==> config.mk <==
export PLATFORM = sky130hd
export DESIGN_NAME = mem_access_wb_reg_flat
export DESIGN_NICKNAME = d
export VERILOG_FILES = /design/src/rtl/mem_access_wb_reg_if.sv /design/src/rtl/mem_access_wb_reg.sv /design/src/flat_wrapper.sv
export SDC_FILE = /design/constraint.sdc
export NUM_CORES = 1
export LEC_CHECK = 0
export ABC_AREA = 1
export CAP_MARGIN = 20
export CORE_UTILIZATION = 35
export CTS_CLUSTER_SIZE = 30
export DETAILED_ROUTE_END_ITERATION = 8
export GPL_TIMING_DRIVEN = 1
export PLACE_DENSITY = 0.74
export SLEW_MARGIN = 30
export SYNTH_ARGS = -nofsm -noshare
export SYNTH_HDL_FRONTEND = slang
export SYNTH_SLANG_ARGS = --single-unit
==> constraint.sdc <==
create_clock -name clk -period 8.7 [get_ports clk]
set_input_delay 1.74 -clock clk [delete_from_list [all_inputs] [get_ports clk]]
set_output_delay 1.74 -clock clk [all_outputs]
set_load 0.01 [all_outputs]
==> src/rtl/mem_access_wb_reg_if.sv <==
// mem_access_wb_reg_if: data-memory request/response bus between the MEM stage and data memory
interface mem_access_wb_reg_if;
  logic        dmem_req;
  logic        dmem_we;
  logic [31:0] dmem_addr;
  logic [31:0] dmem_wdata;
  logic        dmem_ready;
  logic        dmem_rvalid;
  logic [31:0] dmem_rdata;
  modport master (
    output dmem_req, dmem_we, dmem_addr, dmem_wdata,
    input  dmem_ready, dmem_rvalid, dmem_rdata
  );
  modport slave (
    input  dmem_req, dmem_we, dmem_addr, dmem_wdata,
    output dmem_ready, dmem_rvalid, dmem_rdata
  );
endinterface

==> src/rtl/mem_access_wb_reg.sv <==
// mem_access_wb_reg: MEM-stage data-memory handshake with pipeline stall, timeout abort and MEM/WB register
module mem_access_wb_reg #(
  parameter int unsigned TIMEOUT_CYCLES = 255
) (
  input  logic                clk,
  input  logic                reset,
  input  logic                RegWriteM,
  input  logic                MemWriteM,
  input  logic [1:0]          ResultSrcM,
  input  logic [31:0]         ALUResultM,
  input  logic [31:0]         WriteDataM,
  input  logic [31:0]         PCPlus4M,
  input  logic [4:0]          RdM,
  mem_access_wb_reg_if.master dmem,
  output logic                StallM,
  output logic                RegWriteW,
  output logic [1:0]          ResultSrcW,
  output logic [31:0]         ALUResultW,
  output logic [31:0]         ReadDataW,
  output logic [31:0]         PCPlus4W,
  output logic [4:0]          RdW,
  output logic                MemErr
);
  typedef enum logic [1:0] {IDLE, WAIT_ACK, WAIT_DATA} state_t;
  localparam logic [15:0] TMO = 16'(TIMEOUT_CYCLES);
  state_t      state_q, state_d;
  logic [15:0] cnt_q, cnt_d;
  logic        access, load, hs, timeout;
  logic        reg_write_w_q, reg_write_w_d;
  logic [1:0]  result_src_w_q, result_src_w_d;
  logic [31:0] alu_result_w_q, alu_result_w_d;
  logic [31:0] read_data_w_q, read_data_w_d;
  logic [31:0] pc_plus4_w_q, pc_plus4_w_d;
  logic [4:0]  rd_w_q, rd_w_d;
  logic        mem_err_q, mem_err_d;
  // hs is the handshake the current wait state is waiting for; it beats a coincident timeout
  always_comb begin
    access           = MemWriteM | (ResultSrcM == 2'b01);
    load             = access & ~MemWriteM;
    hs               = (state_q == WAIT_ACK) ? dmem.dmem_ready : (state_q == WAIT_DATA) & dmem.dmem_rvalid;
    timeout          = (state_q != IDLE) & ~hs & (cnt_q >= TMO);
    dmem.dmem_req    = (state_q == IDLE) ? access : (state_q == WAIT_ACK) & ~timeout;
    dmem.dmem_we     = MemWriteM;
    dmem.dmem_addr   = ALUResultM;
    dmem.dmem_wdata  = WriteDataM;
    StallM           = (state_q == IDLE) ? access & ~(MemWriteM & dmem.dmem_ready)
                     : ~timeout & ~(hs & ((state_q == WAIT_DATA) | MemWriteM));
    state_d          = (state_q == IDLE) ? (!access ? IDLE : !dmem.dmem_ready ? WAIT_ACK : load ? WAIT_DATA : IDLE)
                     : (timeout || (hs && (state_q == WAIT_DATA || MemWriteM))) ? IDLE
                     : hs ? WAIT_DATA : state_q;
    cnt_d            = (state_q == IDLE) ? 16'd0 : cnt_q + 16'd1;
    reg_write_w_d    = ~StallM & ~timeout & RegWriteM;
    result_src_w_d   = StallM ? result_src_w_q : ResultSrcM;
    alu_result_w_d   = StallM ? alu_result_w_q : ALUResultM;
    pc_plus4_w_d     = StallM ? pc_plus4_w_q : PCPlus4M;
    rd_w_d           = StallM ? rd_w_q : RdM;
    read_data_w_d    = (state_q == WAIT_DATA && dmem.dmem_rvalid) ? dmem.dmem_rdata : read_data_w_q;
    mem_err_d        = mem_err_q | timeout;
  end
  always_ff @(posedge clk or posedge reset) begin
    if (reset) begin
      state_q        <= IDLE;
      cnt_q          <= '0;
      reg_write_w_q  <= 1'b0;
      result_src_w_q <= '0;
      alu_result_w_q <= '0;
      read_data_w_q  <= '0;
      pc_plus4_w_q   <= '0;
      rd_w_q         <= '0;
      mem_err_q      <= 1'b0;
    end else begin
      state_q        <= state_d;
      cnt_q          <= cnt_d;
      reg_write_w_q  <= reg_write_w_d;
      result_src_w_q <= result_src_w_d;
      alu_result_w_q <= alu_result_w_d;
      read_data_w_q  <= read_data_w_d;
      pc_plus4_w_q   <= pc_plus4_w_d;
      rd_w_q         <= rd_w_d;
      mem_err_q      <= mem_err_d;
    end
  end
  assign RegWriteW  = reg_write_w_q;
  assign ResultSrcW = result_src_w_q;
  assign ALUResultW = alu_result_w_q;
  assign ReadDataW  = read_data_w_q;
  assign PCPlus4W   = pc_plus4_w_q;
  assign RdW        = rd_w_q;
  assign MemErr     = mem_err_q;
endmodule

==> src/flat_wrapper.sv <==
// flat-port wrapper written by rule: the top's interface ports become plain ports
module mem_access_wb_reg_flat 
#(
  parameter int unsigned TIMEOUT_CYCLES = 255
)
  (clk, reset, RegWriteM, MemWriteM, ResultSrcM, ALUResultM, WriteDataM, PCPlus4M, RdM, StallM, RegWriteW, ResultSrcW, ALUResultW, ReadDataW, PCPlus4W, RdW, MemErr, dmem_dmem_req, dmem_dmem_we, dmem_dmem_addr, dmem_dmem_wdata, dmem_dmem_ready, dmem_dmem_rvalid, dmem_dmem_rdata);
  mem_access_wb_reg_if dmem_i ();
  input  logic clk;
  input  logic reset;
  input  logic RegWriteM;
  input  logic MemWriteM;
  input  logic [1:0] ResultSrcM;
  input  logic [31:0] ALUResultM;
  input  logic [31:0] WriteDataM;
  input  logic [31:0] PCPlus4M;
  input  logic [4:0] RdM;
  output logic StallM;
  output logic RegWriteW;
  output logic [1:0] ResultSrcW;
  output logic [31:0] ALUResultW;
  output logic [31:0] ReadDataW;
  output logic [31:0] PCPlus4W;
  output logic [4:0] RdW;
  output logic MemErr;
  output wire logic [$bits(dmem_i.dmem_req)-1:0] dmem_dmem_req;
  output wire logic [$bits(dmem_i.dmem_we)-1:0] dmem_dmem_we;
  output wire logic [$bits(dmem_i.dmem_addr)-1:0] dmem_dmem_addr;
  output wire logic [$bits(dmem_i.dmem_wdata)-1:0] dmem_dmem_wdata;
  input wire logic [$bits(dmem_i.dmem_ready)-1:0] dmem_dmem_ready;
  input wire logic [$bits(dmem_i.dmem_rvalid)-1:0] dmem_dmem_rvalid;
  input wire logic [$bits(dmem_i.dmem_rdata)-1:0] dmem_dmem_rdata;
  assign dmem_dmem_req = dmem_i.dmem_req;
  assign dmem_dmem_we = dmem_i.dmem_we;
  assign dmem_dmem_addr = dmem_i.dmem_addr;
  assign dmem_dmem_wdata = dmem_i.dmem_wdata;
  assign dmem_i.dmem_ready = dmem_dmem_ready;
  assign dmem_i.dmem_rvalid = dmem_dmem_rvalid;
  assign dmem_i.dmem_rdata = dmem_dmem_rdata;
  mem_access_wb_reg #(.TIMEOUT_CYCLES(TIMEOUT_CYCLES)) u_core (.clk(clk), .reset(reset), .RegWriteM(RegWriteM), .MemWriteM(MemWriteM), .ResultSrcM(ResultSrcM), .ALUResultM(ALUResultM), .WriteDataM(WriteDataM), .PCPlus4M(PCPlus4M), .RdM(RdM), .dmem(dmem_i), .StallM(StallM), .RegWriteW(RegWriteW), .ResultSrcW(ResultSrcW), .ALUResultW(ALUResultW), .ReadDataW(ReadDataW), .PCPlus4W(PCPlus4W), .RdW(RdW), .MemErr(MemErr));
endmodule
==> results of run 1 <==
-- kinds of logic (layout without fill, tap and decap cells) --
group                    after synthesis  in the layout  synth area share [%]
XOR/XNOR                               2              2                 0.315
flip-flops                           123            123                  55.4
buffers and inverters                112            306                  13.1
adder cells (fa/ha/maj)                1              1                 0.225
AO/OA/AOI/OAI                         20             20                  2.16
AND/OR/NAND/NOR                      290            290                  22.3
multiplexers                          32             32                  6.49
-- per-layer routing --
| layer | global-route usage (%) | share of wire, % | up-vias |
|---|---|---|---|
| li1 | - | - | 2175 |
| met1 | 22.2 | 43 | 2049 |
| met2 | 28.2 | 47 | 209 |
| met3 | 6.76 | 8.9 | 21 |
| met4 | 6.64 | 1.5 | 0 |
| met5 | 0 | 0 | - |
-- where the power goes --
group          switching, mW  total, mW  internal (mW)
combinational          0.649       1.33          0.683
sequential             0.130      0.961          0.831
clock                  0.262      0.817          0.555
total                   1.04       3.11           2.07
-- worst paths after layout --
path	startpoint	endpoint	slack, ns	depth (start not counted)
max	dmem_dmem_rvalid	StallM	2.72	9
min	u_core.cnt_q[0]	u_core.cnt_q[0]	0.46	1
max reg2reg	u_core.state_q[1]	u_core.PCPlus4W[17]	5.47	10
min reg2reg	u_core.cnt_q[0]	u_core.cnt_q[0]	0.46	1
max in group asynchronous	reset	u_core.cnt_q[7]	5.80	3
min in group asynchronous	reset	u_core.ReadDataW[23]	1.79	2
-- flip-flops by register name (all words and copies together) (netlist names) --
register,flops
u_core.RegWriteW,1
u_core.ReadDataW,32
u_core.MemErr,1
u_core.cnt_q,16
u_core.RdW,5
u_core.ALUResultW,32
u_core.ResultSrcW,2
u_core.state_q,2
u_core.PCPlus4W,32
-- through the flow --
stage / cells / utilization (%)
6_report: 985 / 54.6
5_1_grt: 985 / 54.6
4_1_cts: 985 / 54.5
3_5_place_dp: 953 / 50.1
3_3_place_gp: 953 / 50.1
2_1_floorplan: 580 / -
-- cells in the final DEF, fill, tap and decap left out, types with 3 or more instances in the layout --
cell type | Yosys | final
clkdlybuf4s50_1 | 0 | 248
nand2_1 | 167 | 167
dfrtp_1 | 123 | 123
nand3_1 | 79 | 79
mux2_2 | 32 | 32
nor2_1 | 28 | 28
inv_1 | 18 | 17
clkbuf_16 | 0 | 17
nor3_1 | 7 | 7
a21oi_1 | 7 | 7
bufinv_16 | 0 | 6
o21ai_0 | 5 | 5
inv_2 | 4 | 4
inv_6 | 0 | 3
buf_4 | 65 | 3
-- critical path, cell delays in order --
cell,delay [ns]
clkdlybuf4s50_1,0.43
nand3_2,0.09
buf_4,0.38
nand3_1,0.22
inv_2,0.10
nand2_2,0.10
nand2_4,0.54
nand2_4,0.07
clkdlybuf4s50_1,0.51
-- layout make-up --
| cell class | instances | area, sq um |
|---|---|---|
| well taps | 211 | 264 |
| inverters | 22 | 85.1 |
| clock inverters | 13 | 235 |
| repair buffers | 252 | 2520 |
| flip-flops and latches | 123 | 3080 |
| multi-input cells | 345 | 1760 |
| clock buffers | 19 | 453 |
| fillers | 1367 | 6980 |
==> results.tsv, run 1 <==
metric	value	unit
RSZ-0062 raised after global routing	no	
syn nets	722	
fmax	167	MHz
I/O Buffers	248	
Unique masters post-synth	30	
Leak	3.82	nW
Commonest cells post-synth	nand2_1, dfrtp_1, nand3_1	
total power	3.11	mW
Relative slew margins	47.0	%
setup TNS	0	ns
Layout Nets	903	
Final ANT Viol Nets	0	
gr usage total	17.9	%
via count	4454	
P&R area growth vs syn	51.0	%
dpl cell area	7690	sq um
max cap viols	0	
Final min period	5.98	ns
# resized after CTS	0	
CP required	6.96	ns
gr ovfl total	0	
initial antenna violation count	0	
cell area after synthesis	5560	sq um
Core Area	15400	sq um
first-pass GRT wire length	22400	microns
share of layout cells above drive strength 1	10.6	%
Setup Slack @ Placement	2.69	ns
number of remaining DRC errors	0	
Die X-Extent	128	microns
largest net degree at the start of global routing	74	
final instance area	8390	sq um
power density over cell area	371	nW/um^2
area leader, netlist	dfrtp_1	
Worst Setup Slack, final	2.72	ns
maximum VDD drop	0.269	mV
Worst Skew	0.00842	ns
vias in the first global route	4348	
WL final	14000	microns
Synth Instances	580	
Post-CTS Hold Fix Bufs	0	
Synth warnings	0	
number of diodes	0	
largest fanout on the critical path	72	
Startpoint Class	input pin	
vias per cell	4.52	
mean post-synth cell area	9.58	sq um
Inserted Clock Buffers	17	
Min-Delay Path Class	register to register	
EDFF count, synth	0	
clock sink count	123	
Area contributors post-synth	dfrtp_1, nand2_1, buf_4	
minimum hold slack	0.462	ns
root buf cell	clkbuf_16	
ys async rst share	100	%
Main synth FF type	dfrtp_1	
crit path kind	input pin to output pin	
Final Hold Fails	0	
Cell Rows	45	
1st-pass router iterations	5	
htree depth	4	
fin crit share	68.8	%
post-synthesis register bit count	123	
sequential element share of the synthesized area	55.4	%
Initial Util	36.1	%
die area	16400	sq um
status	finished clean	
Final setup viols	0	
top-count cell post-synth	nand2_1	
die height	128	microns
gpl congestion	0.775	
routed length per instance	14.2	microns
Initial DRC Count	193	
clock tree buffer depth	2	
Clock transition at path regs	0.05	ns
Synth top area share	55.4	%
Setup crit end kind	output pin	
Tightest Pin Transition	0.796	ns
I/O pins	313	
Worst Path Arrival	4.24	ns
CTS tree	done	
Slew Viols, Final	0	
Clk Latency, worst-skew pair	0.41	ns
detailed placer's ending HPWL	9710	microns
post-CTS setup buffers	0	
Power figures use the tool's default switching activity.
==> run 2, diff against run 1 <==
Settings changed: PLACE_DENSITY 0.74 to 0.77.
Clock period 8.7 ns to 5.5 ns, I/O delays scaled along.
==> results.tsv, run 2 (synthesis results as in run 1) <==
metric	value	unit	change
status	finished clean		
Clock Power Share	24.4	%	-1.9 points
Tightest Pin Transition	0.851	ns	+0.0558 ns
Final min period	3.91	ns	
post-CTS setup buffers	0		unchanged
share of layout cells above drive strength 1	10.7	%	+0.12 points
fmax	256	MHz	
Worst Skew	0.0124	ns	+0.00396 ns
Initial DRC Count	167		-13%
vias in the first global route	4448		+2.3%
Worst Setup Slack, final	1.59	ns	-1.12 ns
RSZ-0062 raised after global routing	no		
Leak	3.79	nW	-0.61%
Initial Util	36.1	%	unchanged
Core Area	15400	sq um	unchanged
die area	16400	sq um	unchanged
Inserted Clock Buffers	17		unchanged
gpl congestion	0.820		+5.8%
# resized after CTS	0		unchanged
I/O Buffers	248		unchanged
commonest non-fill, non-tap cells in the layout	clkdlybuf4s50_1, nand2_1, dfrtp_1, nand3_1, mux2_2		
htree depth	4		unchanged
layout filler cell count	1356		-0.80%
root buf cell	clkbuf_16		
routed length per instance	14.2	microns	-0.37%
detailed placer's ending HPWL	9830	microns	+1.2%
switch share	34.4	%	+0.96 points
minimum hold slack	0.467	ns	+0.00505 ns
Final setup viols	0		unchanged
Cell Rows	45		unchanged
gr ovfl total	0		unchanged
Switch Pwr	1.67	mW	+60%
P&R area growth vs syn	50.1	%	
WL final	14000	microns	-0.27%
I/O pins	313		unchanged
total power	4.84	mW	+56%
leading cell type in the layout, fill and taps excluded	clkdlybuf4s50_1		
setup TNS	0	ns	unchanged
largest fanout on the critical path	11		-85%
footprint of the multi-input gates	1760	sq um	unchanged
proportion of power drawn by combinational gates	44.1	%	+1.3 points
number of remaining DRC errors	0		unchanged
sequential fraction of design power	31.5	%	+0.6 points
Setup crit end kind	output pin		
Clk Latency, worst-skew pair	0.41	ns	about the same
clock tree buffer depth	2		unchanged
Startpoint Class	register		
register area	3080	sq um	unchanged
power density over cell area	580	nW/um^2	+56%
gr usage total	17.7	%	-0.16 points
number of diodes	0		unchanged
Final ANT Viol Nets	0		unchanged
Post-CTS Hold Fix Bufs	0		unchanged
maximum VDD drop	0.358	mV	+33%
die height	128	microns	unchanged
Worst Path Arrival	2.81	ns	-1.43 ns
CP required	4.40	ns	-2.56 ns
Layout Nets	905		+0.22%
max cap viols	0		unchanged
Final Hold Fails	0		unchanged
Die X-Extent	128	microns	unchanged
Min-Delay Path Class	register to register		
1st-pass router iterations	4		-1
crit path kind	register to output pin		
Clock transition at path regs	0.05	ns	about the same
Setup Slack @ Placement	1.67	ns	-1.02 ns
fin crit share	71.0	%	
vias per cell	4.57		+1.1%
CTS tree	done		
clock sink count	123		unchanged
initial antenna violation count	0		unchanged
via count	4507		+1.2%
first-pass GRT wire length	22400	microns	about the same
Slew Viols, Final	0		unchanged
Relative slew margins	43.0	%	-3.9 points
Internal	3.17	mW	+53%
largest net degree at the start of global routing	73		-1.4%
## run 2: cell count changes in the layout (fill, tap and decap cells not counted)
cell | previous run | this run
clkinvlp_4 | 2 | 3
clkinv_4 | 1 | 3
buf_4 | 3 | 6
clkbuf_8 | 2 | 1
buf_6 | 1 | 0
inv_6 | 3 | 2
bufinv_16 | 6 | 4
## run 2: path summary, 6_finish.rpt
path / startpoint / cells after the start / end / slack, ns
worst min register to register: u_core.PCPlus4W[26] / 2 / u_core.PCPlus4W[26] / 0.47
max in group asynchronous: reset / 3 / u_core.cnt_q[9] / 3.35
worst max-delay path: u_core.state_q[0] / 8 / StallM / 1.59
worst min-delay path: u_core.PCPlus4W[26] / 2 / u_core.PCPlus4W[26] / 0.47
worst max register to register: u_core.state_q[0] / 10 / u_core.ALUResultW[7] / 2.71
min in group asynchronous: reset / 2 / u_core.ReadDataW[21] / 1.19
## run 2: metrics by stage
step / cells / area [sq um] / util, %
after floorplan: 580 / 5560 / -
after global placement: 955 / 7710 / 50.2
after detailed placement: 955 / 7710 / 50.2
after CTS: 986 / 8340 / 54.3
after global routing: 986 / 8340 / 54.3
final: 986 / 8340 / 54.3
## run 2: cell type report
cell class / count / area share, %
flip-flops and latches: 123 / 36.9
inverters: 22 / 1.02
well taps: 211 / 3.17
repair buffers: 254 / 30.3
clock inverters: 13 / 2.30
multi-input cells: 345 / 21.0
clock buffers: 18 / 5.27
## run 2: power by group through the flow
stage | Clock, mW | Sequential, mW | Combinational, mW
finish | 1.18 | 1.53 | 2.13
CTS | 1.21 | 1.53 | 2.18
global route | 1.26 | 1.58 | 2.35
detailed placement | 0 | 1.54 | 2.17
floorplan | 0 | 1.71 | 0.960
global placement | 0 | 1.52 | 2.15
## run 2: worst max-delay path, stage by stage, from the launching register on
cell             delay (ns)
dfrtp_1                0.42
nor2_1                 0.68
inv_2                  0.24
nand3_1                0.21
inv_2                  0.05
nand2_2                0.12
nand2_4                0.07
nand2_4                0.07
clkdlybuf4s50_1        0.54
## run 2: routing by layer
| metal | wire, microns | global-route usage (%) | vias to the layer above |
|---|---|---|---|
| li1 | - | - | 2183 |
| met2 | 6460 | 27.1 | 204 |
| met4 | 202 | 6.64 | 0 |
| met1 | 6050 | 22.8 | 2104 |
| met5 | 0 | 0 | - |
| met3 | 1270 | 6.59 | 16 |
